--- config.mk ---
export PLATFORM = sky130hd
export DESIGN_NAME = mem_ctrl
export DESIGN_NICKNAME = d
export VERILOG_FILES = /design/src/rtl/cpu_pkg.sv /design/src/rtl/mem_array.sv /design/src/rtl/mem_ctrl.sv
export SDC_FILE = /design/constraint.sdc
export NUM_CORES = 2
export LEC_CHECK = 0
export ABC_AREA = 1
export CAP_MARGIN = 20
export CORE_MARGIN = 2
export CORE_UTILIZATION = 25
export CTS_BUF_LIST = sky130_fd_sc_hd__clkbuf_8
export DETAILED_ROUTE_END_ITERATION = 12
export PLACE_DENSITY_LB_ADDON = 0.25
export RECOVER_POWER = 25
export SLEW_MARGIN = 5
export SYNTH_ARGS = -nofsm -noshare
export SYNTH_HDL_FRONTEND = slang
export SYNTH_SLANG_ARGS = --single-unit
--- constraint.sdc ---
create_clock -name CLK -period 12.15 [get_ports CLK]
set_input_delay 2.43 -clock CLK [delete_from_list [all_inputs] [get_ports CLK]]
set_output_delay 2.43 -clock CLK [all_outputs]
set_load 0.02 [all_outputs]
--- src/rtl/cpu_pkg.sv ---
// Shared types and defaults for the memory controller slice.
package cpu_pkg;

  localparam int unsigned AW_DEF   = 8;
  localparam int unsigned DW_DEF   = 8;
  localparam int unsigned WAIT_DEF = 2;
  localparam int unsigned CNT_W    = 4;

  typedef enum logic [1:0] {
    IDLE = 2'd0,
    WAIT = 2'd1,
    DONE = 2'd2
  } state_e;

  // Even-parity bit: makes the total count of ones (data + parity) even
  function automatic logic even_par(input logic [63:0] d);
    return ^d;
  endfunction

endpackage

--- src/rtl/mem_array.sv ---
// Single-port memory with synchronous write and registered read.
// MEM_PARITY_EN widens each word by one even-parity bit and reports mismatches on reads.
module mem_array
  import cpu_pkg::*;
#(
  parameter int unsigned AW = AW_DEF,
  parameter int unsigned DW = DW_DEF
) (
  input  logic          i_clk,
  input  logic          i_rst,
  input  logic          i_we,
  input  logic          i_re,
  input  logic          i_clr,
  input  logic [AW-1:0] i_addr,
  input  logic [DW-1:0] i_wdata,
  output logic [DW-1:0] o_rdata,
  output logic          o_perr
);

`ifdef MEM_PARITY_EN
  localparam int unsigned MW = DW + 1;
`else
  localparam int unsigned MW = DW;
`endif
  localparam int unsigned DEPTH = 1 << AW;

  logic [MW-1:0] r_mem [DEPTH];
  logic [MW-1:0] w_wword;
  logic [MW-1:0] w_rword;
  logic          w_rd_perr;
  logic [DW-1:0] r_rdata;
  logic          r_perr;

`ifdef MEM_PARITY_EN
  assign w_wword   = {even_par(64'(i_wdata)), i_wdata};
  assign w_rd_perr = ^w_rword;
`else
  assign w_wword   = i_wdata;
  assign w_rd_perr = 1'b0;
`endif

  assign w_rword = r_mem[i_addr];

  // Array contents survive reset
  always_ff @(posedge i_clk) begin
    if (i_we) r_mem[i_addr] <= w_wword;
  end

  always_ff @(posedge i_clk or posedge i_rst) begin
    if (i_rst) begin
      r_rdata <= '0;
      r_perr  <= 1'b0;
    end else if (i_re) begin
      r_rdata <= w_rword[DW-1:0];
      r_perr  <= w_rd_perr;
    end else if (i_clr) begin
      r_perr  <= 1'b0;
    end
  end

  assign o_rdata = r_rdata;
  assign o_perr  = r_perr;

endmodule

--- src/rtl/mem_ctrl.sv ---
// Handshaked main-memory controller: request latch, programmable wait states, MFC handshake.
// Optional MEM_PARITY_EN adds per-word even parity and the perr flag.
module mem_ctrl
  import cpu_pkg::*;
#(
  parameter int unsigned AW          = AW_DEF,
  parameter int unsigned DW          = DW_DEF,
  parameter int unsigned WAIT_CYCLES = WAIT_DEF
) (
  input  logic          CLK,
  input  logic          RST,
  input  logic          enable,
  input  logic          rnw,
  input  logic [AW-1:0] MAR,
  input  logic [DW-1:0] wdata,
  output logic [DW-1:0] rdata,
  output logic          MFC,
  input  logic          prog_we,
  input  logic [AW-1:0] prog_addr,
  input  logic [DW-1:0] prog_data,
  output logic          perr
);

  localparam logic NO_WAIT = (WAIT_CYCLES == 0);

  state_e           r_state;
  logic [CNT_W-1:0] r_cnt;
  logic [AW-1:0]    r_addr;
  logic [DW-1:0]    r_wdata;
  logic             r_rnw;
  logic             r_mfc;

  logic             w_idle;
  logic             w_accept;
  logic             w_access;
  logic             w_load;
  logic             w_acc_rnw;
  logic [AW-1:0]    w_acc_addr;
  logic [DW-1:0]    w_acc_data;
  logic             w_we;
  logic             w_re;
  logic [AW-1:0]    w_addr;
  logic [DW-1:0]    w_wdata;

  // With zero wait states the access happens on the accept edge, so use the live request inputs
  assign w_idle     = (r_state == IDLE);
  assign w_accept   = w_idle & enable;
  assign w_access   = (w_accept & NO_WAIT) | ((r_state == WAIT) & (r_cnt == CNT_W'(1)));
  assign w_load     = w_idle & ~enable & prog_we;
  assign w_acc_rnw  = w_idle ? rnw   : r_rnw;
  assign w_acc_addr = w_idle ? MAR   : r_addr;
  assign w_acc_data = w_idle ? wdata : r_wdata;
  assign w_we       = (w_access & ~w_acc_rnw) | w_load;
  assign w_re       = w_access & w_acc_rnw;
  assign w_addr     = w_load ? prog_addr : w_acc_addr;
  assign w_wdata    = w_load ? prog_data : w_acc_data;

  always_ff @(posedge CLK or posedge RST) begin
    if (RST) begin
      r_state <= IDLE;
      r_cnt   <= '0;
      r_addr  <= '0;
      r_wdata <= '0;
      r_rnw   <= 1'b0;
      r_mfc   <= 1'b0;
    end else begin
      case (r_state)
        IDLE: begin
          if (enable) begin
            r_addr  <= MAR;
            r_wdata <= wdata;
            r_rnw   <= rnw;
            r_cnt   <= CNT_W'(WAIT_CYCLES);
            if (NO_WAIT) begin
              r_state <= DONE;
              r_mfc   <= 1'b1;
            end else begin
              r_state <= WAIT;
            end
          end
        end
        WAIT: begin
          r_cnt <= r_cnt - CNT_W'(1);
          if (r_cnt == CNT_W'(1)) begin
            r_state <= DONE;
            r_mfc   <= 1'b1;
          end
        end
        DONE: begin
          // Four-phase handshake: stay here until the requester drops enable
          if (!enable) begin
            r_state <= IDLE;
            r_mfc   <= 1'b0;
          end
        end
        default: begin
          r_state <= IDLE;
          r_mfc   <= 1'b0;
        end
      endcase
    end
  end

  assign MFC = r_mfc;

  mem_array #(
    .AW(AW),
    .DW(DW)
  ) u_mem (
    .i_clk   (CLK),
    .i_rst   (RST),
    .i_we    (w_we),
    .i_re    (w_re),
    .i_clr   (w_accept),
    .i_addr  (w_addr),
    .i_wdata (w_wdata),
    .o_rdata (rdata),
    .o_perr  (perr)
  );

endmodule

==> impl_metrics.json <==
{
  "routedWlPerCell_um": 20.6,
  "reg2reg_to": "u_mem.r_mem[234][3]$_DFFE_PP_",
  "cts_buffers": 372,
  "violations": "max-capacitance violations, max-slew violations",
  "syn_area_um2": 88300,
  "path_clk_slew_ns": 0.06,
  "reg2reg_depth": 6,
  "dp.cells": 13100,
  "portBuffers": 45,
  "yosysMostFrequentCell": "nand2_1",
  "worstPathMaxFanout": 59,
  "syn_inst": 8719,
  "area_delta_synth_final_pct": 13.6,
  "min_from": "r_rnw$_DFFE_PP0P_",
  "required_ns": 12.86,
  "first_global_vias": 61600,
  "fp.dieH_um": 598,
  "reg2reg_from": "r_state[1]$_DFFE_PP0P_",
  "final_cells": 13800,
  "synth-main-ff-cell": "edfxtp_1",
  "critical_path.top_delay_family": "buffers and inverters",
  "grt_max_degree": 198,
  "synth_cell_types": 27,
  "syn_avg_cell_area_um2": 10.1,
  "yosysSeqAreaShare": 0.705,
  "r2r_slack_ns": 4.93,
  "fin_util": 0.285,
  "grt_remaining_overflow": 0,
  "initial_utilization": 0.251,
  "viasPerCell": 4.45,
  "critPathMaxStageDelay_ns": 2.52,
  "worstMarginPinSlew_ns": 4.07,
  "setup_tns_ns": 0,
  "power_density_nw_per_um2": 282,
  "synth_enable_flop_cells": 2048,
  "rows": 218,
  "post_cts_buffers": 0,
  "setup_viol": 0,
  "crit_buf_inv": 3,
  "drive_gt1_frac": 0.0639,
  "period_share": 0.701,
  "cts_resized": 0,
  "cap_violations": 13,
  "start_kind": "input pin",
  "cts_root_buffer": "clkbuf_8",
  "min_path_cells": 2,
  "p_leak_nw": 39.8,
  "nets": 8791,
  "yosysTopAreaCell": "edfxtp_1",
  "drc_errors": 0,
  "antenna_found_initial": 12,
  "nFillCells": 37000,
  "grt_pass1_wl_um": 413000,
  "crit_path_end_kind": "register",
  "ant_nets": 0,
  "ir_worst_vdd_uv": 485,
  "fin_crit_ns": 8.52,
  "finalClockSkew_ns": 0.0399,
  "htree_levels": 5,
  "drt-initial-drc-count": 5307,
  "insertion_delay_ns": 1.06,
  "arrival_ns": 9.24,
  "routed_wl_um": 283000,
  "vias": 61200,
  "ys_async_sr_fraction": 0.0154,
  "dpl.hpwl_um": 154000,
  "place_congestion": 0.830,
  "slowest_stage": "clkbuf_1",
  "clk_path_buf_depth": 4,
  "outcome": "finished with violations",
  "hold_class": "reg -> reg",
  "critPathKind": "in -> reg",
  "slew_headroom": -1.71,
  "path_cells": "dlygate4sd3_1 > nor2_1 > nand2_1 > o221a_1 > clkbuf_1 > buf_4",
  "ys_ff_latch": 2080,
  "synthTopCellsByArea": "edfxtp_1 70%, nand2_1 21%, nor2_1 2.6%",
  "drt_pre_antenna_iters": 5,
  "synth_warnings": 0,
  "total_power_mw": 28.3,
  "die_area_um2": 358000,
  "rsz0062_at_grt": "false",
  "synthTopCellsByCount": "4,971 x nand2_1, 2,048 x edfxtp_1, 612 x nor2_1",
  "drv_slew": 591,
  "chipWidth_um": 598,
  "tritoncts": "yes",
  "hold_end": "r_rnw$_DFFE_PP0P_",
  "max_freq_ghz": 0.117,
  "syn-num-nets": 8758,
  "synth.top_cell.area_share": 0.696,
  "track_usage": 0.155,
  "io_pins": 47,
  "core-area_um2": 352000,
  "finalHoldViolCount": 0,
  "clock_sinks": 2080,
  "cts_hold_buf": 0
}
## area by class of cell
class                   count  area [um^2]  area share
diodes                      3         7.51   0.0000748
clock buffers             380         5230      0.0521
clock inverters           272         1430      0.0142
inverters                  58          225     0.00224
multi-input cells        6095        23900       0.238
flip-flops and latches   2080        62300       0.621
well taps                4730         5920      0.0590
repair buffers            145         1370      0.0137
## cell usage in the layout (no fill, tap or decap), types with 12 or more instances in the layout
cell type	n
dfrtp_1	32
edfxtp_1	2048
clkinv_1	107
nand3_1	425
inv_1	155
clkbuf_8	380
nor2_1	607
nand2_1	4963
buf_4	76
bufinv_16	12
clkdlybuf4s50_1	41
buf_12	16
o21ai_0	38
clkinv_2	42
## stage by stage
step	worst slack, ns	area [um^2]	hold WS, ns
final	3.63	100000	0.488
after global placement	3.81	93700	0.468
after global routing	3.14	100000	0.509
after detailed placement	3.92	93700	0.477
after floorplan	0.670	88300	0.448
after CTS	5.09	100000	0.492
## layer usage
| metal | wire, um | global-route usage | vias to the layer above |
|---|---|---|---|
| met3 | 16600 | 0.0251 | 419 |
| met4 | 8230 | 0.0498 | 0 |
| li1 | - | - | 28600 |
| met5 | 0 | 0 | - |
| met1 | 125000 | 0.207 | 30200 |
| met2 | 133000 | 0.255 | 1959 |
## worst max path at each step
stage	from	endpoint	slack (ns)	cells past startpoint
3_5_place_dp	enable	u_mem.o_rdata[2]$_DFFE_PP0P_	3.92	22
6_report	enable	u_mem.r_mem[234][3]$_DFFE_PP_	3.63	6
3_3_place_gp	enable	u_mem.o_rdata[2]$_DFFE_PP0P_	3.81	22
4_1_cts	enable	u_mem.o_rdata[2]$_DFFE_PP0P_	5.09	22
2_1_floorplan	prog_we	u_mem.r_mem[0][7]$_DFFE_PP_	0.67	7
5_1_grt	enable	u_mem.r_mem[92][3]$_DFFE_PP_	3.14	6
## kinds of logic (layout without fill, tap and decap cells)
logic type | after synthesis | count (layout) | share of synthesized area
other cells | 1 | 4 | 0.0000424
simple gates | 6025 | 6025 | 0.263
buf+inv | 544 | 855 | 0.0272
fa+ha+maj | 2 | 2 | 0.000283
flops | 2080 | 2080 | 0.705
compound gates | 66 | 66 | 0.00459
xor+xnor | 1 | 1 | 0.0000992
## worst reg2reg max path: stages (launching register included)
cell and delay (ns):
dfrtp_1 0.43, nor2_4 0.04, buf_4 0.25, nand2_1 0.71, o221a_1 1.82, clkbuf_1 2.53
buf_4 1.02
## flip-flops by register name, indices dropped and copies added, names as in the netlist
register	cells
r_state	2
r_addr	8
u_mem.r_mem	2048
r_wdata	8
MFC	1
u_mem.o_rdata	8
r_cnt	4
r_rnw	1
## power breakdown
group          internal [mW]  total [mW]  switching (mW)
registers               9.58        9.66          0.0753
clock network           3.14        6.08            2.94
logic                   2.56        12.6            10.0
total                   15.3        28.3            13.0
No activity file was read; power rests on OpenSTA's default activity.
